`src/rtl/mac_pkg.sv`:
```
`default_nettype none
// ============================================================================
// Module      : mac_pkg
// Description : Shared widths and helpers for the multiply-accumulate path.
// Revision    : 1.0  initial release
// ============================================================================
package mac_pkg;

    localparam int c_PROD_W = 16;
    localparam int c_ACC_W  = 24;
    localparam int c_CNT_W  = 8;

    // Increment that sticks at the all-ones value of a width-bit counter.
    function automatic logic [31:0] sat_inc(input logic [31:0] val,
                                            input int unsigned width);
        logic [32:0] max_val;
        max_val = (33'd1 << width) - 33'd1;
        if ({1'b0, val} >= max_val) begin
            return val;
        end
        return val + 32'd1;
    endfunction

endpackage
`default_nettype wire

```
`src/rtl/product_accumulator.sv`:
```
`default_nettype none
// ============================================================================
// Module      : product_accumulator
// Description : Sums framed product beats; one registered result per frame.
// Revision    : 1.0  initial release
// ============================================================================
module product_accumulator
    import mac_pkg::*;
#(
    parameter int PROD_W = c_PROD_W,
    parameter int ACC_W  = c_ACC_W,
    parameter int CNT_W  = c_CNT_W
) (
    input  logic              clk,
    input  logic              rst,
    input  logic              in_valid,
    output logic              in_ready,
    input  logic [PROD_W-1:0] in_product,
    input  logic              in_last,
    output logic              out_valid,
    input  logic              out_ready,
    output logic [ACC_W-1:0]  out_sum,
    output logic [CNT_W-1:0]  out_count,
    output logic              out_overflow,
    output logic              busy
);

    localparam logic [0:0] c_ACCUM = 1'b0;
    localparam logic [0:0] c_HOLD  = 1'b1;

    logic [0:0]       r_state;
    logic [0:0]       w_state_next;
    logic [ACC_W-1:0] r_acc;
    logic [CNT_W-1:0] r_cnt;
    logic             r_ovf_acc;
    logic             r_busy;
    logic [ACC_W-1:0] r_out_sum;
    logic [CNT_W-1:0] r_out_count;
    logic             r_out_overflow;

    logic [ACC_W:0]   w_sum;
    logic             w_carry;
    logic [CNT_W-1:0] w_cnt_inc;
    logic             w_in_ready;
    logic             w_accept;
    logic             w_last_accept;

    assign w_in_ready    = (r_state == c_ACCUM) || out_ready;
    assign w_accept      = in_valid && w_in_ready;
    assign w_last_accept = w_accept && in_last;

    // One extra bit on the adder exposes the carry out of the accumulator.
    assign w_sum     = {1'b0, r_acc} + (ACC_W+1)'(in_product);
    assign w_carry   = w_sum[ACC_W];
    assign w_cnt_inc = CNT_W'(sat_inc(32'(r_cnt), CNT_W));

    always_ff @(posedge clk) begin
        if (rst) begin
            r_acc     <= '0;
            r_cnt     <= '0;
            r_ovf_acc <= 1'b0;
            r_busy    <= 1'b0;
        end else if (w_accept) begin
            if (in_last) begin
                r_acc     <= '0;
                r_cnt     <= '0;
                r_ovf_acc <= 1'b0;
                r_busy    <= 1'b0;
            end else begin
                r_acc     <= w_sum[ACC_W-1:0];
                r_cnt     <= w_cnt_inc;
                r_ovf_acc <= r_ovf_acc | w_carry;
                r_busy    <= 1'b1;
            end
        end
    end

    always_comb begin
        w_state_next = r_state;
        case (r_state)
            c_ACCUM: if (w_last_accept) w_state_next = c_HOLD;
            c_HOLD:  if (out_ready && !w_last_accept) w_state_next = c_ACCUM;
            default: w_state_next = c_ACCUM;
        endcase
    end

    // A last beat arriving while the held result drains replaces it directly.
    always_ff @(posedge clk) begin
        if (rst) begin
            r_state        <= c_ACCUM;
            r_out_sum      <= '0;
            r_out_count    <= '0;
            r_out_overflow <= 1'b0;
        end else begin
            r_state <= w_state_next;
            if (w_last_accept) begin
                r_out_sum      <= w_sum[ACC_W-1:0];
                r_out_count    <= w_cnt_inc;
                r_out_overflow <= r_ovf_acc | w_carry;
            end
        end
    end

    assign in_ready     = w_in_ready;
    assign out_valid    = (r_state == c_HOLD);
    assign out_sum      = r_out_sum;
    assign out_count    = r_out_count;
    assign out_overflow = r_out_overflow;
    assign busy         = r_busy;

endmodule
`default_nettype wire

```
`config.mk`:
```
export PLATFORM = sky130hd
export DESIGN_NAME = product_accumulator
export DESIGN_NICKNAME = d
export VERILOG_FILES = /design/src/rtl/mac_pkg.sv /design/src/rtl/product_accumulator.sv
export SDC_FILE = /design/constraint.sdc
export NUM_CORES = 1
export LEC_CHECK = 0
export CAP_MARGIN = 20
export CORE_MARGIN = 1.5
export CORE_UTILIZATION = 48
export CTS_CLUSTER_DIAMETER = 30
export DETAILED_ROUTE_END_ITERATION = 8
export PLACE_DENSITY = 0.84
export SLEW_MARGIN = 20
export SYNTH_ARGS = -nofsm -noshare
export SYNTH_HDL_FRONTEND = slang
export SYNTH_SLANG_ARGS = --single-unit
```
`constraint.sdc`:
```
create_clock -name clk -period 2.5 [get_ports clk]
set_input_delay 0.5 -clock clk [delete_from_list [all_inputs] [get_ports clk]]
set_output_delay 0.5 -clock clk [all_outputs]
set_load 0.005 [all_outputs]
```
==> summary.md, run 1 <==
| Metric | Value |
|---|---|
| Number of flops mapped to enable cells by yosys | `0` |
| Max Slew Vio Count | `0` |
| Fmax | `0.411 GHz` |
| Number of buffers added on ports | `56` |
| Vias in the first global route | `3,605` |
| Area growth syn-to-layout | `44.0%` |
| Top cell type's share of synthesized area | `39.1%` |
| Share of synthesized flip-flops with an asynchronous set or reset | `0%` |
| Dominant cell type by count on the critical path | `a21o_1` |
| Cell chain of the critical path | `ha_4 -> buf_6 -> a2111o_1 -> a21o_1 -> a21o_1 -> a221o_2 -> nand4_1 -> buf_4 -> o211ai_1 -> o31ai_1` |
| Data arrival at the endpoint of the critical path | `about 2.7 ns` |
| VDD IR max | `351 µV` |
| Final Net Count | `560` |
| Core occupancy in the finished layout | `72.7%` |
| CP endpoint kind | `register` |
| Placer congestion estimate | `between 0.8 and 0.9` |
| CTS tree | `done` |
| Number of warnings reported in the yosys synthesis log | `0` |
| Aggregate global routing overflow | `0` |
| Post-detail-place hpwl | `6760 µm` |
| Post-DP Area | `4650 µm²` |
| Number of maximum-capacitance constraint violations | `0` |
| Final wirelength | `10,100 µm` |
| Worst Skew | `0.0112 ns` |
| Share of the synthesized netlist area taken by xor and xnor gates | `under 10%` |
| Cell with the most instances after synthesis | `dfxtp_1` |
| Count of antenna-violating nets left after detailed routing | `0` |
| Clock root buffer master | `clkbuf_8` |
| Cell area power density | `544 nW/µm²` |
| Vias | `~3,600` |
| Number of detailed-route iterations in the first pass | `5` |
| Final non-filler cell area | `around 5000 µm²` |
| Number of filler instances in the final layout | `530` |
| Unrepaired setup endpoints after global routing | `true` |
| Number of distinct library cells after synthesis | `between 50 and 60` |
| Multiplexer share of the synthesized area | `1.18%` |
| Critical Path Source Type | `register` |
| Routed length per placed instance | `about 16 µm` |
| Sequential cell area fraction in the yosys report | `39.1%` |
| Post-route setup TNS | `0 ns` |
| Count of clock tree sinks | `68` |
| Maximum count of clock buffers along a single path | `2` |
| Die extent in y | `88.2 µm` |
| Main combinational cell family by area after synthesis | `compound AO/OA/AOI/OAI gates` |
| Post-route DRC | `0` |
| Slowest Stage Delay on Critical Path | `between 0.4 and 0.5 ns` |
| GRT Resource Usage Total | `between 20 and 30%` |
| Clock period minus worst slack | `2.43 ns` |
| Full die area | `7780 µm²` |
| Hold Crit Class | `register to register` |
| WS Path Type | `register to register` |
| Static leakage power | `approximately 2.0 nW` |
| Initial antenna violation count | `0` |
| Number of rows created at floorplan | `30` |
| Crit-path leading delay family | `compound AO/OA/AOI/OAI gates` |
| Share of post-route cells with drive strength above 1 | `between 20% and 30%` |
| Slew at the pin closest to its max-slew limit | `slightly below 0.5 ns` |
| Net Count, Synth | `approximately 450` |
| Fin crit share | `a little over nine tenths` |
| Clk pin slew, worst setup/hold paths | `0.08 ns` |
| Compound-gate portion of the synthesized area | `25.5%` |
| Count of cells along the worst register-to-register path | `10` |
| Flip-flop and latch count after synthesis | `68` |
| Worst-skew pair later-pin latency | `roughly 0.36 ns` |
| Stages on the worst setup path | `10` |
| Cell with the biggest individual delay on the critical path | `a221o_2` |
| Finish-stage setup viols | `0` |
| Run status | `finished clean` |
| Area fraction in and, or, nand and nor cells after synthesis | `between 10% and 20%` |
| Worst path buffer plus inverter count | `2` |
| Worst slew margin | `67.0%` |
| Inserted Clock Buffers | `9` |
| Req. time, crit path | `between 2 and 3 ns` |
| Largest area contributor in the netlist | `dfxtp_1` |
| Maximum number of pins on one net before global-route repair | `24` |
| Primary flip-flop cell chosen by synthesis mapping | `dfxtp_1` |
| Global-route wire length before repair | `16,500 µm` |
| Core Footprint | `6910 µm²` |
| WHS Path Cells | `2` |
| Post-synthesis instance total | `408` |
| Syn_area_per_cell | `8.54 µm²` |
| Cell types with the largest area share after synthesis | `dfxtp_1 39%, ha_1 6.1%, nand2_1 5.1%` |
| Vias per std cell | `5.72` |
| Die width | `88.2 µm` |
| Final number of hold-violating endpoints | `0` |
| H-tree depth | `3` |
| Synth cell count leaders | `68 x dfxtp_1, 47 x nand2_1, 40 x nor2_1` |
| Diodes inserted | `0` |
| DR iter-0 viols | `159` |
| Post-Synthesis Cell Area | `approximately 3500 µm²` |
| Largest driver fanout on the critical path | `5` |
| Number of I/O pins | `57` |
| Starting Density | `50.5%` |
| Post-synthesis share of cell area spent on full adders, half adders and majority gates | `6.68%` |
repair_timing:
item	4_1_cts	5_1_grt
hold buffers	0	0
resized for setup	37	14
pin swaps	18	19
setup endpoints to repair	26	13
setup buffers	5	1
where the power goes:
| part | internal, mW | switching [mW] | total [mW] |
|---|---|---|---|
| sequential | 1.12 | 0.0281 | 1.15 |
| clock | 0.561 | 0.456 | 1.02 |
| combinational | 0.288 | 0.276 | 0.564 |
placed cells by master, fill, tap and decap left out, types with 4 or more instances in the layout:
| master | count |
|---|---|
| nand3b_1 | 5 |
| o21ai_1 | 4 |
| o21a_1 | 6 |
| clkbuf_8 | 9 |
| dlygate4sd2_1 | 11 |
| nor2_1 | 40 |
| or3_1 | 6 |
| a21oi_1 | 22 |
| o21ai_0 | 30 |
| and3_1 | 5 |
| buf_4 | 64 |
| clkdlybuf4s50_1 | 42 |
| nand2_1 | 45 |
| a21oi_2 | 5 |
| nor3_1 | 8 |
| dfxtp_1 | 66 |
| nand3_1 | 6 |
| xnor2_1 | 11 |
| a22o_1 | 16 |
| inv_1 | 4 |
| ha_1 | 4 |
| ha_4 | 12 |
| xor2_1 | 10 |
| a22oi_1 | 12 |
| a21o_1 | 5 |
| and2_1 | 8 |
cell families (layout without fill, tap and decap cells):
group                      count (synthesis)  after routing
AOI/OAI and AO/OA                        130            130
adders and majority gates                 18             18
muxes                                      4              4
DFF                                       68             68
xor gates and xnor gates                  21             21
and+or+nand+nor                          141            141
buffers and inverters                     26            144
metal layers:
metal	track usage, %	routed length [µm]	vias to the layer above
met2	49.5	5100	147
met4	14.9	286	0
met1	30.9	4040	1678
met3	5.69	634	33
li1	-	-	1701
met5	0	0	-
final timing paths:
path	startpoint	slack (ns)	to
hold / removal	out_sum[22]$_SDFFE_PP0P_	0.45	out_sum[22]$_SDFFE_PP0P_
hold reg to reg	out_sum[22]$_SDFFE_PP0P_	0.45	out_sum[22]$_SDFFE_PP0P_
setup reg to reg	r_acc[6]$_SDFFE_PP0P_	0.07	r_acc[21]$_SDFFE_PP0P_
setup / recovery	r_acc[6]$_SDFFE_PP0P_	0.07	r_acc[21]$_SDFFE_PP0P_
through the flow:
step	std cells	hold WS (ns)	power [mW]	worst slack, ns
final	622	0.451	2.73	0.0670
after global routing	622	0.483	2.82	-0.0346
after CTS	621	0.459	2.71	0.0269
after detailed placement	600	0.442	1.69	-0.601
after global placement	600	0.435	1.67	-0.556
after floorplan	408	0.429	1.45	-0.0268
registers in the layout, indices dropped and copies added, names as in the netlist:
signal        cells
out_sum          24
out_overflow      1
out_valid         1
r_ovf_acc         1
out_count         8
busy              1
r_acc            24
r_cnt             8
worst min-delay path, cell delays in order, from the launching register on:
cell and delay, ns:
dfxtp_1 0.31, nand2_1 0.05, o21ai_1 0.05
final cells by class:
type | instances | area [µm²] | area share (%)
timing repair buffer | 123 | 1050 | 20.8
clock buffer | 10 | 128 | 2.54
tap | 96 | 120 | 2.39
sequential | 68 | 1360 | 27.2
clock inverter | 6 | 88.8 | 1.77
inverter | 5 | 18.8 | 0.374
multi-input combinational | 314 | 2260 | 44.9
Note: power is estimated with default switching activity, not from simulation.
==> run 2: changes to the inputs <==
- CORE_MARGIN: 1.5 -> default
- RECOVER_POWER: default -> 25
==> run 2 against run 1 <==
Effect of this change: critical path depth did not move; sequential power about the same; final area did not move; non-clock buffer count decreased by 3; combinational power down 1%; global-route usage rose by 0.81 points; register-to-register slack better by 0.03 ns; die area fell by 2.3%; largest power group unchanged; highest routed layer unchanged.
==> summary.md, run 2 (same netlist as run 1, synthesis figures left out) <==
| Metric | Value |
|---|---|
| Area growth syn-to-layout | `44.0% (unchanged)` |
| Number of buffers added on ports | `56 (unchanged)` |
| Maximum count of clock buffers along a single path | `2 (unchanged)` |
| Slowest Stage Delay on Critical Path | `0.49 ns (+0.06 ns)` |
| Post-detail-place hpwl | `6720 µm (-0.59%)` |
| Slew at the pin closest to its max-slew limit | `0.769 ns (+0.276 ns)` |
| Final Net Count | `557 (-0.54%)` |
| Vias | `3,637 (+2.2%)` |
| Number of maximum-capacitance constraint violations | `0 (unchanged)` |
| DR iter-0 viols | `268 (+69%)` |
| Launch point of the worst reg-to-reg path | `r_acc[6]$_SDFFE_PP0P_` |
| Hold Crit Class | `register to register` |
| Post-Place Worst Slack | `-0.599 ns (+0.00262 ns)` |
| VDD IR max | `326 µV (-7.3%)` |
| Critical Path Source Type | `input pin` |
| H-tree depth | `3 (unchanged)` |
| Inserted Clock Buffers | `9 (unchanged)` |
| Hold path start | `out_sum[23]$_SDFFE_PP0P_` |
| Clk pin slew, worst setup/hold paths | `0.08 ns (about the same)` |
| Placer congestion estimate | `0.870 (+4.1%)` |
| Multi-input gate area in the final layout | `2260 µm² (about the same)` |
| CP endpoint kind | `register` |
| Core Footprint | `6910 µm² (unchanged)` |
| Finish-stage setup viols | `0 (unchanged)` |
| Die width | `87.2 µm (-1.1%)` |
| CTS tree | `done` |
| Static leakage power | `2.05 nW (+4.8%)` |
| Vias in the first global route | `3,583 (-0.61%)` |
| Cell area power density | `548 nW/µm² (+0.68%)` |
| Data arrival at the endpoint of the critical path | `2.69 ns (-0.02 ns)` |
| Maximum number of pins on one net before global-route repair | `24 (unchanged)` |
| GRT Resource Usage Total | `28.5% (+0.81 points)` |
| Req. time, crit path | `2.76 ns (-0.02 ns)` |
| Worst-skew pair later-pin latency | `0.36 ns (about the same)` |
| Number of rows created at floorplan | `30 (unchanged)` |
| Hold-fix buffers, CTS | `0 (unchanged)` |
| WS Path Type | `input pin to register` |
| Full die area | `7610 µm² (-2.3%)` |
| Fmax | `0.411 GHz (about the same)` |
| Worst slew margin | `48.8% (-18 points)` |
| Final number of hold-violating endpoints | `0 (unchanged)` |
| Dominant cell type by count on the critical path | `buf_4` |
| Most frequent cells in the layout | `67 x dfxtp_1, 60 x buf_4, 45 x nand2_1` |
| Die extent in y | `87.2 µm (-1.1%)` |
| Clock root buffer master | `clkbuf_8` |
| Cell chain of the critical path | `dlygate4sd2_1 -> ha_4 -> a21oi_1 -> o21ai_1 -> a311o_1 -> a2111oi_4 -> buf_4 -> buf_4 -> xor2_1 -> o21ai_0` |
| Share of post-route cells with drive strength above 1 | `22.4% (-1.2 points)` |
| Post-route setup TNS | `0 ns (unchanged)` |
| Number of filler instances in the final layout | `524 (-1.1%)` |
| Clock period minus worst slack | `2.43 ns (-0.00240 ns)` |
| Number of detailed-route iterations in the first pass | `5 (unchanged)` |
| Run status | `finished clean` |
| Diodes inserted | `0 (unchanged)` |
| Worst Skew | `0.0132 ns (+0.00198 ns)` |
| Setup ws final | `0.0694 ns (+0.00240 ns)` |
| Count of antenna-violating nets left after detailed routing | `0 (unchanged)` |
| Number of I/O pins | `57 (unchanged)` |
| Global-route wire length before repair | `16,800 µm (+1.5%)` |
| Max Slew Vio Count | `0 (unchanged)` |
| Post-route DRC | `0 (unchanged)` |
| Largest driver fanout on the critical path | `4 (-1)` |
| Count of clock tree sinks | `68 (unchanged)` |
| Routed length per placed instance | `16.6 µm (+2.7%)` |
| Cell with the biggest individual delay on the critical path | `a2111oi_4` |
| Starting Density | `50.5% (unchanged)` |
| Initial antenna violation count | `0 (unchanged)` |
| Fin crit share | `97.2% (about the same)` |
| Sequential Area | `1360 µm² (about the same)` |
| Final wirelength | `10,300 µm (+2.2%)` |
| Aggregate global routing overflow | `0 (unchanged)` |
| Vias per std cell | `5.88 (+2.7%)` |
| Most common cell after layout, fill and taps aside | `dfxtp_1` |
| Critical Path Source | `in_product[7]` |
## run 2: cell type report
type	instances	area share, %
clock inverter	6	1.74
sequential	68	27.1
inverter	5	0.374
multi-input combinational	314	45.0
clock buffer	10	2.74
timing repair buffer	120	20.7
tap	96	2.39
## run 2: timing repair
action,4_1_cts,5_1_grt
endpoints found under the setup margin,22,14
setup buffers,6,1
resized for setup,33,13
pin swaps,17,17
## run 2: power by group
group | switching (mW) | total, mW | internal, mW
clock network | 0.454 | 1.04 | 0.589
registers | 0.0287 | 1.15 | 1.12
logic | 0.278 | 0.557 | 0.279
## run 2: layer usage
layer	wire length [µm]	global-route usage, %	vias up
met1	4180	33.2	1766
met5	0	0	-
met3	559	6.73	33
li1	-	-	1706
met2	5280	49.9	132
met4	265	12.5	0
## run 2: worst paths after layout
| kind | to | slack, ns | cells past startpoint |
|---|---|---|---|
| min reg2reg | out_sum[23]$_SDFFE_PP0P_ | 0.45 | 2 |
| min | out_sum[23]$_SDFFE_PP0P_ | 0.45 | 2 |
| max reg2reg | out_sum[21]$_SDFFE_PP0P_ | 0.10 | 9 |
| max | out_sum[16]$_SDFFE_PP0P_ | 0.07 | 10 |
## run 2: metrics by stage
| step | util, % | cells | total power, mW | hold slack (ns) | cell area (µm²) |
|---|---|---|---|---|---|
| 2_1_floorplan | - | 408 | 1.45 | 0.429 | 3620 |
| 3_3_place_gp | 66.9 | 596 | 1.66 | 0.436 | 4620 |
| 3_5_place_dp | 66.9 | 596 | 1.68 | 0.444 | 4620 |
| 4_1_cts | 72.3 | 618 | 2.73 | 0.461 | 4990 |
| 5_1_grt | 72.7 | 619 | 2.84 | 0.474 | 5020 |
| 6_report | 72.7 | 619 | 2.75 | 0.451 | 5020 |
## run 2: critical path, delay by kind of cell
family,cells,cell delay [ns]
compound gates,5,1.20
buf+inv,3,0.57
fa+ha+maj,1,0.25
xor+xnor,1,0.16
